File: config.mk
export PLATFORM = sky130hd
export DESIGN_NAME = pc_fetch_unit_flat
export DESIGN_NICKNAME = d
export VERILOG_FILES = /design/src/rtl/pc_fetch_unit_if.sv /design/src/rtl/pc_fetch_unit.sv /design/src/flat_wrapper.sv
export SDC_FILE = /design/constraint.sdc
export NUM_CORES = 1
export LEC_CHECK = 0
export ABC_AREA = 1
export BUFFER_PORTS_ARGS = -buffer_cell sky130_fd_sc_hd__clkbuf_2
export CAP_MARGIN = 20
export CORE_UTILIZATION = 45
export CTS_BUF_LIST = sky130_fd_sc_hd__clkbuf_8
export DETAILED_ROUTE_END_ITERATION = 8
export HOLD_SLACK_MARGIN = 0.12
export PLACE_DENSITY = 0.86
export SETUP_SLACK_MARGIN = 0.4
export SLEW_MARGIN = 20
export SYNTH_ARGS = -nofsm -noshare
export SYNTH_HDL_FRONTEND = slang
export SYNTH_SLANG_ARGS = --single-unit
File: constraint.sdc
create_clock -name clk -period 2.4 [get_ports clk]
set_input_delay 0.24 -clock clk [delete_from_list [all_inputs] [get_ports clk]]
set_output_delay 0.24 -clock clk [all_outputs]
set_load 0.05 [all_outputs]
File: src/rtl/pc_fetch_unit_if.sv
// Instruction-memory read bus between the fetch unit and instruction memory.
//   imemReq  : read request, held with imemAddr until imemAck
//   imemAddr : word-aligned read address
//   imemAck  : response strobe, imemData valid in the same cycle
//   imemData : returned instruction word
interface pc_fetch_unit_if;
  logic        imemReq;
  logic [31:0] imemAddr;
  logic        imemAck;
  logic [31:0] imemData;

  // Fetch unit side.
  modport master (
    output imemReq,
    output imemAddr,
    input  imemAck,
    input  imemData
  );

  // Memory side.
  modport slave (
    input  imemReq,
    input  imemAddr,
    output imemAck,
    output imemData
  );
endinterface

File: src/rtl/pc_fetch_unit.sv
// Program-counter / instruction fetch unit.
// Fetches one instruction at currentPC over the imem bus, holds it for decode until it is
// consumed (stall = 0), then loads the next PC from the branch/jump select stage.
//   clk, rst_n   : clock and asynchronous active-low reset
//   nextPC       : next PC, sampled only when an instruction is consumed
//   stall        : 1 = held instruction not consumed this cycle
//   imem         : instruction-memory bus (master side)
//   instrValid   : instruction/currentPC valid for decode
//   instruction  : registered fetched instruction
//   currentPC    : PC of the held instruction; also the fetch address
//   pcPlus4      : currentPC + 4 (wraps modulo 2^32)
//   alignErr     : sticky, a misaligned nextPC was consumed
//   instrCount   : number of consumed instructions (wraps)
module pc_fetch_unit #(
  parameter logic [31:0] RESET_PC = 32'h0000_0000
) (
  input  logic                    clk,
  input  logic                    rst_n,
  input  logic [31:0]             nextPC,
  input  logic                    stall,
  pc_fetch_unit_if.master         imem,
  output logic                    instrValid,
  output logic [31:0]             instruction,
  output logic [31:0]             currentPC,
  output logic [31:0]             pcPlus4,
  output logic                    alignErr,
  output logic [31:0]             instrCount
);

  typedef enum logic [1:0] {StIdle, StReq, StValid} state_e;

  state_e      state_q, state_d;
  logic [31:0] pc_q, pc_d;
  logic [31:0] instr_q, instr_d;
  logic        valid_q, valid_d;
  logic        align_q, align_d;
  logic [31:0] count_q, count_d;

  always_comb begin
    state_d = state_q;
    pc_d    = pc_q;
    instr_d = instr_q;
    valid_d = valid_q;
    align_d = align_q;
    count_d = count_q;
    unique case (state_q)
      StIdle: begin
        state_d = StReq;
      end
      StReq: begin
        if (imem.imemAck) begin
          instr_d = imem.imemData;
          valid_d = 1'b1;
          state_d = StValid;
        end
      end
      StValid: begin
        // Acks arriving here are stray and must not touch the held instruction.
        if (!stall) begin
          pc_d    = {nextPC[31:2], 2'b00};
          valid_d = 1'b0;
          count_d = count_q + 32'd1;
          if (nextPC[1:0] != 2'b00) begin
            align_d = 1'b1;
          end
          state_d = StReq;
        end
      end
      default: begin
        state_d = StIdle;
      end
    endcase
  end

  always_ff @(posedge clk or negedge rst_n) begin
    if (!rst_n) begin
      state_q <= StIdle;
      pc_q    <= {RESET_PC[31:2], 2'b00};
      instr_q <= 32'h0;
      valid_q <= 1'b0;
      align_q <= 1'b0;
      count_q <= 32'h0;
    end else begin
      state_q <= state_d;
      pc_q    <= pc_d;
      instr_q <= instr_d;
      valid_q <= valid_d;
      align_q <= align_d;
      count_q <= count_d;
    end
  end

  // Request is a pure decode of the state register, so it is glitch-free and held until ack.
  assign imem.imemReq  = (state_q == StReq);
  assign imem.imemAddr = pc_q;

  assign instrValid  = valid_q;
  assign instruction = instr_q;
  assign currentPC   = pc_q;
  assign pcPlus4     = pc_q + 32'd4;
  assign alignErr    = align_q;
  assign instrCount  = count_q;

endmodule

File: src/flat_wrapper.sv
// flat-port wrapper written by rule: the top's interface ports become plain ports
module pc_fetch_unit_flat 
#(
  parameter logic [31:0] RESET_PC = 32'h0000_0000
)
  (clk, rst_n, nextPC, stall, instrValid, instruction, currentPC, pcPlus4, alignErr, instrCount, imem_imemReq, imem_imemAddr, imem_imemAck, imem_imemData);
  pc_fetch_unit_if imem_i ();
  input  logic clk;
  input  logic rst_n;
  input  logic [31:0] nextPC;
  input  logic stall;
  output logic instrValid;
  output logic [31:0] instruction;
  output logic [31:0] currentPC;
  output logic [31:0] pcPlus4;
  output logic alignErr;
  output logic [31:0] instrCount;
  output wire logic [$bits(imem_i.imemReq)-1:0] imem_imemReq;
  output wire logic [$bits(imem_i.imemAddr)-1:0] imem_imemAddr;
  input wire logic [$bits(imem_i.imemAck)-1:0] imem_imemAck;
  input wire logic [$bits(imem_i.imemData)-1:0] imem_imemData;
  assign imem_imemReq = imem_i.imemReq;
  assign imem_imemAddr = imem_i.imemAddr;
  assign imem_i.imemAck = imem_imemAck;
  assign imem_i.imemData = imem_imemData;
  pc_fetch_unit #(.RESET_PC(RESET_PC)) u_core (.clk(clk), .rst_n(rst_n), .nextPC(nextPC), .stall(stall), .imem(imem_i), .instrValid(instrValid), .instruction(instruction), .currentPC(currentPC), .pcPlus4(pcPlus4), .alignErr(alignErr), .instrCount(instrCount));
endmodule
# After elaboration in Yosys (flattened, before gate mapping)
# Cells that the tools add are included.
# word_totals
register_bits	98
in_bits	68
out_inout_bits	163
word_cells	27
# op_classes
add_sub_neg	2
eq_ne	4
muxes	6
n_bitwise	1
n_reduce_logical	8
# ops
cell	count
adder 32 x 1 -> 32 bit, second input constant	1
adder 32 x 3 -> 32 bit, second input constant	1
case mux 2 bit (3 select lines)	1
AND reduction 2 bit	3
AND reduction 3 bit	2
2-to-1 mux 2 bit	2
nonzero test 2 bit	2
== test 2 x 1 -> 1 bit, second input constant	1
== test 2 bit, second input constant	1
zero test 2 bit	1
2-to-1 mux 1 bit	2
inequality test 2 x 1 -> 1 bit, second input constant	1
inequality test 2 bit, second input constant	1
case mux 1 bit (2 select lines)	1
inverter 1 bit	1

# Depth between registers and ports, before layout
# Gate-level depths: netlist (run 1).
# depth
word_depth	3
mapped_depth	9
depth_no_buf	9

# Worst setup path before layout (run 1)
# No wires, ideal clock.
# synth_path
path_kind	reg2out
from	register u_core.pc_q[3], in the netlist u_core.currentPC[3]
to	output pcPlus4[16]
t_arrival_ns	2.410
required_time_ns	2.160
path_slack_ns	-0.250
path_stages_with_launch	7
path_buffers	0
path_cell_list	dfrtp_1 -> ha_1 -> nand3_1 -> nor3_4 -> nand2_1 -> nor2_1 -> xor2_1
# synth_via
elab_chain_cells	1
# synth_lines
item	line	source
start, declared	pc_fetch_unit.sv:33	logic [31:0] pc_q, pc_d;
start signal, assigned	pc_fetch_unit.sv:78	pc_q <= {RESET_PC[31:2], 2'b00};
start signal, assigned	pc_fetch_unit.sv:85	pc_q <= pc_d;
adder 32 x 3 -> 32 bit	pc_fetch_unit.sv:100	assign pcPlus4 = pc_q + 32'd4;
end, declared	flat_wrapper.sv:15	output logic [31:0] pcPlus4;
# No other way between the ends.

# Worst setup path in the final report (run 1)
# layout_path
from	register u_core.pc_q[10], in the netlist u_core.currentPC[10]
to	output pcPlus4[30]
# Same word-level chain as after synthesis.

==> run_results.csv, run 1 <==
group,metric,value,unit
logic_synthesis,ys_seq_area_share,46.1,%
finish,area_growth,57.8,%
hold_path,min-delay-path-class,"in2reg",
logic_synthesis,post_synth_num_cell_types,27,
floorplan,area_enclosed_by_the_die_boundary,0.0123,mm²
sta,report.final.setup_viol,0,
drt,vias_after_detailed_routing,5865,
sta,setup_tns,0,ns
grt,grt.overflow.total,0,
sta,report.final.slew_viol_count,0,
drt,dr.first_iter.drc_count,504,
drt,drc,0,
logic_synthesis,synthCells,639,
drt,ant_nets,0,
cts,tritoncts,"built",
finish,post_route_cells_drive_above_1_share,45.9,%
worst_setup_path,family_with_the_most_delay_on_the_worst_path,"simple AND/OR/NAND/NOR gates",
hold_path,min-delay-start,"nextPC[0]",
finish,antenna_diode_count,0,
flow_run,count_of_max_cap_constraint_violations,0,
power_and_ir_drop,power.density,1450,mW/mm²
logic_synthesis,synthesis.area_per_instance,8.32,µm²
logic_synthesis,synth.cell_area,0.00532,mm²
cts,tritoncts_num_sinks,98,
grt,grt_util_all_layers,30.3,%
drt,wl_per_cell,17.8,µm
power_and_ir_drop,vdd_drop_max,1400,µV
worst_setup_path,ff2ff_setup_slack,0.63,ns
worst_setup_path,timing_worst_setup_path_type,"reg2out",
worst_setup_path,critPathSlowestCell,"sky130_fd_sc_hd__dfrtp_2",
worst_setup_path,reg2reg_depth,8,
hold_path,holdPathEnd,"u_core.alignErr",
power_and_ir_drop,total_leakage_power,4.33,nW
sta,min_period_over_period,96.1,%
worst_setup_path,cp.arrival,2.07,ns
cts,depth_of_the_cts_h_tree,3,
floorplan,core_region_area,0.0115,mm²
floorplan,initial_util,46.4,%
logic_synthesis,synth_top_area_share,46.1,%
cts,cts_root_buf,"sky130_fd_sc_hd__clkbuf_8",
logic_synthesis,synth.yosys.warnings,0,
grt,grt_antenna_before_repair,1,
placement,hpwl,11200,µm
grt,grt_pass1_wl,29200,µm
grt,grt_start_max_net_pins,51,
sta,slew_headroom,56.0,%
worst_setup_path,crit_fanout,4,
cts,clockBufferDepth,2,
floorplan,rows,39,
power_and_ir_drop,power_after_layout,0.0122,W
finish,postLayoutCoreUtil,73.1,%
worst_setup_path,critical-path-max-stage-delay,0.41,ns
cts,cts.reportedPaths.clkPinSlew,0.11,ns
floorplan,io-pin-count,231,
drt,drt_wl_total,19600,µm
worst_setup_path,timing.rr.end,"u_core.instrCount[30]",
worst_setup_path,critPathRequiredTime,2.16,ns
worst_setup_path,worst_setup_path_start_kind,"register",
sta,number_of_failing_hold_endpoints_at_the_final_stage,0,
sta,finalWorstPathRequiredPeriod,2.31,ns
worst_setup_path,end_kind,"output port",
placement,port-buffer-count,224,
grt,vias_in_the_first_global_route,5820,
floorplan,chipWidth,111,µm
cts,insertion_delay_to_the_later_sink_of_the_worst_skew_pair,0.38,ns
sta,worst_pin_slew,0.655,ns
logic_synthesis,ys_ff_latch,98,
cts,cts-buffers-inserted,9,
placement,place_congestion,1.00,
logic_synthesis,ys_top_cells_by_area,"sky130_fd_sc_hd__dfrtp_1, sky130_fd_sc_hd__nand2_1, sky130_fd_sc_hd__mux2_2",
finish,num-fill-cells,746,
worst_setup_path,r2r_start,"u_core.state_q[0]",
worst_setup_path,crit_buf_inv,1,
sta,finalHoldWorstSlack,0.142,ns
drt,drt-vias-per-instance,5.34,
worst_setup_path,crit_chain,"nand2_1 > nor3_4 > nand2_1 > nor2_1 > nand2_1 > nand2_1 > nand2_1 > clkbuf_8",
sta,fmax,434,MHz
run_status,run_status,"finished, final reports clean",
hold_path,worstHoldPathCells,3,
sta,setup_repair_after_global_routing_missed_its_margin,"yes",
finish,finish.net_count,1021,
placement,place.detailed.instances,973,
logic_synthesis,synth_largest_area_cell,"sky130_fd_sc_hd__dfrtp_1",
sta,fin_skew,0.0153,ns
floorplan,die_height,111,µm
worst_setup_path,cp_common_cell,"sky130_fd_sc_hd__nand2_1",
drt,drt_first_pass_iters,5,
finish,finish.cell_count_without_fillers,1099,
## registers in the layout (all words and copies together) (netlist names)
| register | cells |
|---|---|
| u_core.instrCount | 32 |
| u_core.instruction | 32 |
| u_core.currentPC | 30 |
| u_core.state_q | 2 |
| u_core.alignErr | 1 |
| u_core.instrValid | 1 |
## worst max-delay path by stage
stage / slack (ns) / depth (start not counted) / start / endpoint
after floorplan: 0.21 / 6 / u_core.currentPC[2] / pcPlus4[16]
after global placement: 0.36 / 8 / u_core.currentPC[2] / pcPlus4[22]
after detailed placement: 0.30 / 8 / u_core.currentPC[2] / pcPlus4[22]
after CTS: 0.23 / 9 / u_core.currentPC[3] / pcPlus4[23]
after global routing: 0.0002 / 8 / u_core.currentPC[16] / pcPlus4[31]
final: 0.09 / 8 / u_core.currentPC[10] / pcPlus4[30]
## worst reg2reg max path, cell delays in order (launching register included)
cell and delay, ns:
sky130_fd_sc_hd__dfrtp_1 0.37, sky130_fd_sc_hd__inv_1 0.17, sky130_fd_sc_hd__nand3_4 0.22, sky130_fd_sc_hd__nor2_2 0.20
sky130_fd_sc_hd__nand3_1 0.21, sky130_fd_sc_hd__nor2_1 0.27, sky130_fd_sc_hd__nand2_1 0.08, sky130_fd_sc_hd__nand2_1 0.07
sky130_fd_sc_hd__nand2_1 0.05
## where the power goes
part,switching [W],internal [W]
Clock,0.000661,0.000503
Combinational,0.00586,0.00226
Sequential,0.000629,0.00227
Total,0.00715,0.00503
## per-layer routing
metal	routed length, µm	up-vias	track usage [%]
met3	1650	110	7.16
met2	10000	414	53.6
li1	-	2579	-
met4	1110	2	17.6
met1	6770	2760	32.9
met5	13	-	0
## placed cells by master, fill, tap and decap left out, types with 10 or more instances in the layout
master                          netlist  layout
sky130_fd_sc_hd__clkbuf_2             0     197
sky130_fd_sc_hd__nand2_1            204     182
sky130_fd_sc_hd__dfrtp_1             98      74
sky130_fd_sc_hd__dlygate4sd3_1        0      64
sky130_fd_sc_hd__inv_1               67      62
sky130_fd_sc_hd__buf_4               36      48
sky130_fd_sc_hd__nor2_1              53      37
sky130_fd_sc_hd__mux2_2              32      32
sky130_fd_sc_hd__nand3_1             28      24
sky130_fd_sc_hd__dfrtp_2              0      23
sky130_fd_sc_hd__clkbuf_8             0      22
sky130_fd_sc_hd__nand2_2              3      17
sky130_fd_sc_hd__o21ai_0             17      16
sky130_fd_sc_hd__nand4_1             14      14
sky130_fd_sc_hd__nor2_2               2      12
sky130_fd_sc_hd__xnor2_1             16      12
sky130_fd_sc_hd__nor2_4               5      11
sky130_fd_sc_hd__nand2_4              2      10
sky130_fd_sc_hd__xor2_1              19      10
## area by class of cell
cell class	instances	area (µm²)	share of cell area (%)
Inverter	68	258	3.07
Sequential cell	98	2480	29.6
Timing Repair Buffer	342	2450	29.2
Clock inverter	7	83.8	1.00
Multi-Input combinational cell	432	2810	33.5
Clock buffer	9	124	1.48
Tap cell	143	179	2.13
## through the flow
stage          area [µm²]  setup slack (ns)
6_report             8390            0.0938
5_1_grt              8390          0.000202
4_1_cts              8110             0.225
3_5_place_dp         6660             0.300
3_3_place_gp         6660             0.356
2_1_floorplan        5590             0.210
## what timing repair did
action,CTS,global route
hold endpoints to repair,93,0
buffers inserted,30,16
gates resized for setup,88,55
pin swaps,17,17
hold buffers,64,0
setup endpoints to repair,24,29
## synth_stat cells
cell                       count
sky130_fd_sc_hd__nand2_4       2
sky130_fd_sc_hd__nor3_1       13
sky130_fd_sc_hd__ha_1          2
sky130_fd_sc_hd__xnor2_1      16
sky130_fd_sc_hd__nand2_1     204
sky130_fd_sc_hd__clkbuf_1      2
sky130_fd_sc_hd__nor2_2        2
sky130_fd_sc_hd__nor2_4        5
sky130_fd_sc_hd__o31ai_1       1
sky130_fd_sc_hd__nand2_2       3
sky130_fd_sc_hd__nand4_1      14
sky130_fd_sc_hd__nand3b_1      9
sky130_fd_sc_hd__mux2_2       32
sky130_fd_sc_hd__inv_1        67
sky130_fd_sc_hd__or2_2         1
sky130_fd_sc_hd__nor3_4        2
sky130_fd_sc_hd__nor2_1       53
sky130_fd_sc_hd__inv_2         1
sky130_fd_sc_hd__conb_1        1
sky130_fd_sc_hd__dfrtp_1      98
sky130_fd_sc_hd__o21ai_0      17
sky130_fd_sc_hd__o21bai_1      1
sky130_fd_sc_hd__xor2_1       19
sky130_fd_sc_hd__nand3_2       2
sky130_fd_sc_hd__nand3_1      28
sky130_fd_sc_hd__buf_2         8
sky130_fd_sc_hd__buf_4        36
## logic make-up (layout without fill, tap and decap cells)
group / after synthesis / count (layout) / synth area share, %
buffers and inverters: 114 / 426 / 10.8
flip-flops: 98 / 98 / 46.1
AND/OR/NAND/NOR: 338 / 338 / 28.1
XOR/XNOR: 35 / 35 / 5.77
multiplexers: 32 / 32 / 6.78
AO/OA/AOI/OAI: 19 / 19 / 1.88
adder cells (fa/ha/maj): 2 / 2 / 0.471
other: 1 / 6 / 0.0706
(Power assumes the default switching activity.)
==> inputs of run 2 (changes only) <==
==> constraint.sdc (replaced) <==
create_clock -name clk -period 2.7 [get_ports clk]
set_input_delay 0.27 -clock clk [delete_from_list [all_inputs] [get_ports clk]]
set_output_delay 0.27 -clock clk [all_outputs]
set_load 0.05 [all_outputs]
==> run 2 against run 1 <==
  * Critical path depth stayed put
  * Clock skew barely moved
  * Sequential share of layout area up 2.8 points
  * First-iteration DRC count fell by 37%
  * Global-route usage shrank 3.7 points
  * Highest routed layer is now met4
==> run_results.csv, run 2 (same netlist as run 1, synthesis figures left out) <==
group,metric,value,unit
run_status,run_status,"finished, final reports clean",
floorplan,rows,39,
sta,finalWorstPathRequiredPeriod,2.29,ns
worst_setup_path,cp.arrival,2.02,ns
placement,hpwl,11000,µm
sta,finalHoldWorstSlack,0.150,ns
grt,grt_start_max_net_pins,49,
drt,ant_nets,0,
drt,drt_first_pass_iters,5,
cts,tritoncts,"built",
cts,cts.reportedPaths.clkPinSlew,0.10,ns
worst_setup_path,ff2ff_setup_slack,0.85,ns
floorplan,initial_util,46.4,%
power_and_ir_drop,power.density,1280,mW/mm²
sta,number_of_failing_hold_endpoints_at_the_final_stage,0,
power_and_ir_drop,total_leakage_power,4.00,nW
drt,vias_after_detailed_routing,5358,
grt,grt_util_all_layers,26.6,%
worst_setup_path,timing_worst_setup_path_type,"reg2out",
flow_run,count_of_max_cap_constraint_violations,0,
grt,vias_in_the_first_global_route,5208,
worst_setup_path,crit_chain,"buf_4 > nand3_4 > nor3_4 > buf_12 > inv_2 > nor2_2 > xor2_2 > clkbuf_4",
worst_setup_path,critPathRequiredTime,2.43,ns
finish,finish.cell_count_without_fillers,1068,
power_and_ir_drop,vdd_drop_max,1250,µV
cts,cts-buffers-inserted,9,
cts,cts_root_buf,"sky130_fd_sc_hd__clkbuf_8",
sta,slew_headroom,46.6,%
hold_path,min-delay-path-class,"in2reg",
sta,report.final.setup_viol,0,
finish,area_growth,43.5,%
placement,place_congestion,0.903,
finish,finish.net_count,990,
placement,placedInstanceArea,0.00643,mm²
worst_setup_path,worst_setup_path_start_kind,"register",
drt,drt-vias-per-instance,5.02,
finish,post_route_cells_drive_above_1_share,39.4,%
drt,drc,0,
floorplan,core_region_area,0.0115,mm²
sta,fmax,436,MHz
placement,place.detailed.instances,970,
sta,setup_tns,0,ns
worst_setup_path,critPathSlowestCell,"sky130_fd_sc_hd__dfrtp_2",
cts,clockBufferDepth,2,
grt,grt.overflow.total,0,
floorplan,die_height,111,µm
placement,port-buffer-count,224,
cts,tritoncts_num_sinks,98,
finish,antenna_diode_count,0,
finish,postLayoutCoreUtil,66.5,%
cts,depth_of_the_cts_h_tree,3,
sta,report.final.slew_viol_count,0,
worst_setup_path,crit_fanout,5,
floorplan,chipWidth,111,µm
sta,setup_repair_after_global_routing_missed_its_margin,"yes",
cts,insertion_delay_to_the_later_sink_of_the_worst_skew_pair,0.38,ns
sta,fin_skew,0.0154,ns
finish,fin_area,0.00763,mm²
worst_setup_path,reg2reg_depth,8,
drt,wl_per_cell,15.2,µm
hold_path,worstHoldPathCells,3,
drt,dr.first_iter.drc_count,316,
sta,min_period_over_period,84.9,%
grt,grt_antenna_before_repair,0,
sta,worst_pin_slew,0.798,ns
floorplan,area_enclosed_by_the_die_boundary,0.0123,mm²
finish,final_cell_mix,"sky130_fd_sc_hd__clkbuf_2, sky130_fd_sc_hd__nand2_1, sky130_fd_sc_hd__dfrtp_1",
worst_setup_path,end_kind,"output port",
floorplan,io-pin-count,231,
finish,layout_commonest_cell,"sky130_fd_sc_hd__clkbuf_2",
worst_setup_path,critical-path-max-stage-delay,0.41,ns
drt,drt_wl_total,16200,µm
grt,grt_pass1_wl,25700,µm
finish,num-fill-cells,872,
==> run 2: timing repair <==
| action | in CTS | in global routing |
|---|---|---|
| endpoints found under the setup margin | 21 | 20 |
| setup buffers | 4 | 15 |
| resized for setup | 32 | 54 |
| cloned | 0 | 0 |
| hold endpoints to repair | 108 | 0 |
| pin swaps | 3 | 4 |
| hold buffers | 63 | 0 |
==> run 2: final timing paths <==
kind                                           start                     end
worst max-delay path             u_core.currentPC[3]             pcPlus4[17]
worst min-delay path                       nextPC[0]         u_core.alignErr
worst max register to register  u_core.instrCount[1]   u_core.instrCount[30]
worst min register to register     u_core.instrValid       u_core.instrValid
max in group asynchronous                      rst_n   u_core.instruction[8]
min in group asynchronous                      rst_n  u_core.instruction[21]
==> run 2: per-stage QoR <==
step	power, W	worst slack (ns)
2_1_floorplan	0.00721	0.227
3_3_place_gp	0.00826	0.557
3_5_place_dp	0.00832	0.515
4_1_cts	0.00948	0.402
5_1_grt	0.0102	0.337
6_report	0.00977	0.407
==> run 2: final cells by class <==
type / instances / area [µm²] / area share (%)
clock buffer: 9 / 124 / 1.62
multi-input combinational: 432 / 2520 / 33.0
clock inverter: 7 / 65.1 / 0.853
tap: 143 / 179 / 2.35
sequential: 98 / 2480 / 32.5
inverter: 68 / 255 / 3.35
timing repair buffer: 311 / 2010 / 26.3
==> run 2: power breakdown <==
part	internal (W)	total (W)	switching, W	leakage (nW)
combinational	0.00149	0.00622	0.00473	2.71
clock	0.000360	0.000949	0.000589	0.0947
sequential	0.00201	0.00261	0.000601	1.19
==> run 2: routing by layer <==
layer / wire length [µm] / GRT usage [%] / vias to the layer above
met2: 8630 / 47.4 / 222
met5: 0 / 0 / -
met1: 6180 / 30.8 / 2567
li1: - / - / 2525
met3: 834 / 4.21 / 44
met4: 559 / 13.4 / 0
==> run 2: worst max-delay path: cells and delay by family (launching register included) <==
kind	cells	cell delay [ns]
AND/OR/NAND/NOR	3	0.45
XOR/XNOR	1	0.19
buffers and inverters	4	0.61
flip-flops	1	0.41
==> inputs of run 3 (changes only) <==
--- a/config.mk
+++ b/config.mk
@@ -5,14 +5,14 @@
 export SDC_FILE = /design/constraint.sdc
 export NUM_CORES = 1
 export LEC_CHECK = 0
-export ABC_AREA = 1
+export ABC_AREA = 0
 export BUFFER_PORTS_ARGS = -buffer_cell sky130_fd_sc_hd__clkbuf_2
 export CAP_MARGIN = 20
 export CORE_UTILIZATION = 45
 export CTS_BUF_LIST = sky130_fd_sc_hd__clkbuf_8
 export DETAILED_ROUTE_END_ITERATION = 8
 export HOLD_SLACK_MARGIN = 0.12
-export PLACE_DENSITY = 0.86
+export PLACE_DENSITY = 0.88
 export SETUP_SLACK_MARGIN = 0.4
 export SLEW_MARGIN = 20
 export SYNTH_ARGS = -nofsm -noshare
==> constraint.sdc (replaced) <==
create_clock -name clk -period 2.37 [get_ports clk]
set_input_delay 0.237 -clock clk [delete_from_list [all_inputs] [get_ports clk]]
set_output_delay 0.237 -clock clk [all_outputs]
set_load 0.05 [all_outputs]
==> run 3 against run 2 <==
  * The run now ends with setup timing left
  * Total power grew 31%
  * Sequential power grew 22%
  * Core utilization grew 11 points
  * Via count shrank 18%
  * Largest cell class unchanged
  * Register-to-register slack lost 0.28 ns
  * Sequential cell count is the same
  * Die area shrank 10%
  * Clock skew shrank 0.0015 ns
  * Critical path type unchanged
==> run_results.csv, run 3 <==
group,metric,value,unit
drt,vias_after_detailed_routing,4395,
grt,vias_in_the_first_global_route,4500,
drt,drt-vias-per-instance,5.22,
placement,place.detailed.instances,719,
finish,area_growth,68.2,%
cts,tritoncts_num_sinks,98,
logic_synthesis,synthCells,392,
cts,insertion_delay_to_the_later_sink_of_the_worst_skew_pair,0.36,ns
finish,final_cell_mix,"sky130_fd_sc_hd__clkbuf_2, sky130_fd_sc_hd__dfrtp_1, sky130_fd_sc_hd__mux2_2, sky130_fd_sc_hd__dlygate4sd3_1, sky130_fd_sc_hd__buf_4",
drt,dr.first_iter.drc_count,218,
finish,layout_commonest_cell,"sky130_fd_sc_hd__clkbuf_2",
finish,post_route_cells_drive_above_1_share,61.0,%
logic_synthesis,largest_family_of_logic_cells_by_synthesized_area,"multiplexers",
worst_setup_path,worstSetupEndpoint,"pcPlus4[29]",
logic_synthesis,synth_largest_area_cell,"sky130_fd_sc_hd__dfrtp_1",
logic_synthesis,area_share_of_fa_ha_maj_cells_after_synthesis,0.524,%
logic_synthesis,synth.cell_area,0.00477,mm²
cts,cts.reportedPaths.clkPinSlew,0.09,ns
finish,num-fill-cells,613,
logic_synthesis,yosys_most_used_dff,"sky130_fd_sc_hd__dfrtp_1",
placement,hpwl,9120,µm
floorplan,die_height,105,µm
sta,setup_tns,-1.18,ns
placement,port-buffer-count,224,
worst_setup_path,timing.rr.end,"u_core.instrCount[31]",
sta,fmax,392,MHz
sta,number_of_failing_hold_endpoints_at_the_final_stage,0,
hold_path,min-delay-path-class,"in2reg",
drt,drt_wl_total,15600,µm
power_and_ir_drop,total_leakage_power,3.89,nW
sta,worst_pin_slew,0.575,ns
grt,grt_util_all_layers,27.5,%
logic_synthesis,most_common_cell_in_the_synthesized_netlist,"sky130_fd_sc_hd__dfrtp_1",
worst_setup_path,r2r_start,"u_core.instrCount[3]",
worst_setup_path,crit_fanout,7,
floorplan,chipWidth,105,µm
logic_synthesis,ys_ff_latch,98,
cts,cts_root_buf,"sky130_fd_sc_hd__clkbuf_8",
logic_synthesis,post_synth_mux_area_share,14.6,%
run_status,run_status,"complete, but fails checks",
logic_synthesis,postSynth.asyncResetShare,100,%
cts,clockBufferDepth,2,
floorplan,io-pin-count,231,
drt,ant_nets,0,
sta,setup_repair_after_global_routing_missed_its_margin,"yes",
flow_run,count_of_max_cap_constraint_violations,0,
sta,report.final.slew_viol_count,0,
logic_synthesis,synth_edf_count,0,
run_status,violations,"setup timing",
logic_synthesis,yosys.area_share.xor_xnor,10.8,%
drt,drc,0,
power_and_ir_drop,vdd_drop_max,1170,µV
drt,drt_first_pass_iters,4,
grt,grt.overflow.total,0,
grt,grt_start_max_net_pins,65,
worst_setup_path,timing_worst_setup_path_type,"reg2out",
finish,finish.net_count,770,
floorplan,rows,37,
sta,fin_skew,0.0139,ns
power_and_ir_drop,power.density,1590,mW/mm²
floorplan,core_region_area,0.0103,mm²
grt,grt_antenna_before_repair,1,
sta,setup_slack,-0.181,ns
sta,slew_headroom,61.4,%
worst_setup_path,reg2reg_depth,4,
worst_setup_path,cp.arrival,2.31,ns
finish,finish.cell_count_without_fillers,842,
logic_synthesis,ys_top_cells_by_area,"sky130_fd_sc_hd__dfrtp_1, sky130_fd_sc_hd__mux2_2, sky130_fd_sc_hd__xnor2_1",
sta,report.final.setup_viol,13,
cts,depth_of_the_cts_h_tree,3,
logic_synthesis,synth_top_area_share,51.4,%
floorplan,initial_util,46.2,%
worst_setup_path,worst_setup_path_start_kind,"register",
finish,fin_area,0.00803,mm²
logic_synthesis,synth_simple_gate_area_share,14.6,%
worst_setup_path,ff2ff_setup_slack,0.57,ns
cts,tritoncts,"built",
placement,placedInstanceArea,0.00637,mm²
worst_setup_path,critPathRequiredTime,2.13,ns
logic_synthesis,synthesis.area_per_instance,12.2,µm²
floorplan,area_enclosed_by_the_die_boundary,0.0110,mm²
finish,register_area,0.00248,mm²
sta,min_period_over_period,108,%
grt,grt_pass1_wl,23400,µm
logic_synthesis,synth.yosys.warnings,0,
cts,cts-buffers-inserted,9,
logic_synthesis,ys_seq_area_share,51.4,%
logic_synthesis,ys_top_cells_by_count,"sky130_fd_sc_hd__dfrtp_1, sky130_fd_sc_hd__mux2_2, sky130_fd_sc_hd__xnor2_1, sky130_fd_sc_hd__buf_4, sky130_fd_sc_hd__nand3_1",
drt,wl_per_cell,18.6,µm
placement,place_congestion,0.860,
worst_setup_path,end_kind,"output port",
logic_synthesis,synth_compound_area_share,0.577,%
finish,multiInputGateArea,0.00262,mm²
logic_synthesis,post_synth_num_cell_types,34,
worst_setup_path,critical_path.startpoint,"u_core.currentPC[13]",
sta,finalWorstPathRequiredPeriod,2.55,ns
-- run 3: cell count changes after synthesis, sizes merged, moves of 9 or more --
| cell | before | now |
|---|---|---|
| nand2 | 209 | 21 |
| and4 | 0 | 9 |
| nor2 | 60 | 8 |
| mux2 | 32 | 62 |
| inv | 68 | 6 |
| o21ai | 17 | 3 |
| nor3 | 15 | 3 |
| xnor2 | 16 | 47 |
-- run 3: how the worst min path moves through the flow --
stage | startpoint | to | slack, ns | depth (start not counted)
after detailed placement | rst_n | u_core.alignErr | 0.23 | 1
after floorplan | rst_n | u_core.alignErr | -0.06 | 0
after global routing | imem_imemData[24] | u_core.instruction[24] | 0.13 | 2
after CTS | nextPC[24] | u_core.currentPC[24] | 0.12 | 2
after global placement | rst_n | u_core.alignErr | 0.22 | 1
final | nextPC[24] | u_core.currentPC[24] | 0.15 | 2
-- run 3: final cells by class --
class	count	area share (%)
Timing Repair Buffer	339	30.8
Sequential cell	98	30.9
Tap cell	136	2.12
Antenna cell	1	0.0312
Multi-Input combinational cell	246	32.7
Inverter	6	0.281
Clock inverter	6	1.48
Clock buffer	10	1.71
-- run 3: logic make-up after synthesis --
| group | after synthesis |
|---|---|
| other | 1 |
| buffers and inverters | 53 |
| and+or+nand+nor | 112 |
| muxes | 62 |
| adders and majority gates | 2 |
| AOI/OAI and AO/OA | 5 |
| DFF | 98 |
| xor gates and xnor gates | 59 |
-- run 3: per-layer routing --
layer	GRT usage [%]	vias to the layer above	wire [µm]	part of all wire [%]
met1	30.3	2161	5730	37
met2	49.7	232	8330	53
li1	-	1945	-	-
met5	0	-	0	0
met4	15.5	0	679	4.3
met3	5.24	57	883	5.6
-- run 3: per-stage QoR --
step / util [%] / worst slack, ns / total power [W] / hold WS [ns]
2_1_floorplan: - / 0.164 / 0.00901 / -0.0586
3_3_place_gp: 61.7 / 0.306 / 0.0102 / 0.216
5_1_grt: 77.8 / -0.338 / 0.0132 / 0.126
6_report: 77.8 / -0.181 / 0.0128 / 0.147
4_1_cts: 74.9 / -0.0760 / 0.0123 / 0.122
3_5_place_dp: 61.7 / 0.223 / 0.0103 / 0.225
-- run 3: what timing repair did --
item,in CTS,in global routing
hold endpoints to repair,94,1
buffers inserted,25,18
gates cloned,1,0
pin swaps,17,18
resized for setup,73,44
setup endpoints to repair,25,27
hold buffers,61,1
-- run 3: worst max-delay path: stages, from the launching register on --
cell and delay [ns]:
sky130_fd_sc_hd__dfrtp_2 0.46, sky130_fd_sc_hd__nand4_1 0.24, sky130_fd_sc_hd__nor4_2 0.35, sky130_fd_sc_hd__buf_4 0.23
sky130_fd_sc_hd__nand4b_1 0.25, sky130_fd_sc_hd__xnor2_4 0.26, sky130_fd_sc_hd__buf_8 0.17
-- run 3: power breakdown --
group	internal (W)	leakage [nW]	switching (W)
Clock	0.000746	0.129	0.000611
Sequential	0.00231	1.19	0.000880
Combinational	0.00263	2.57	0.00560
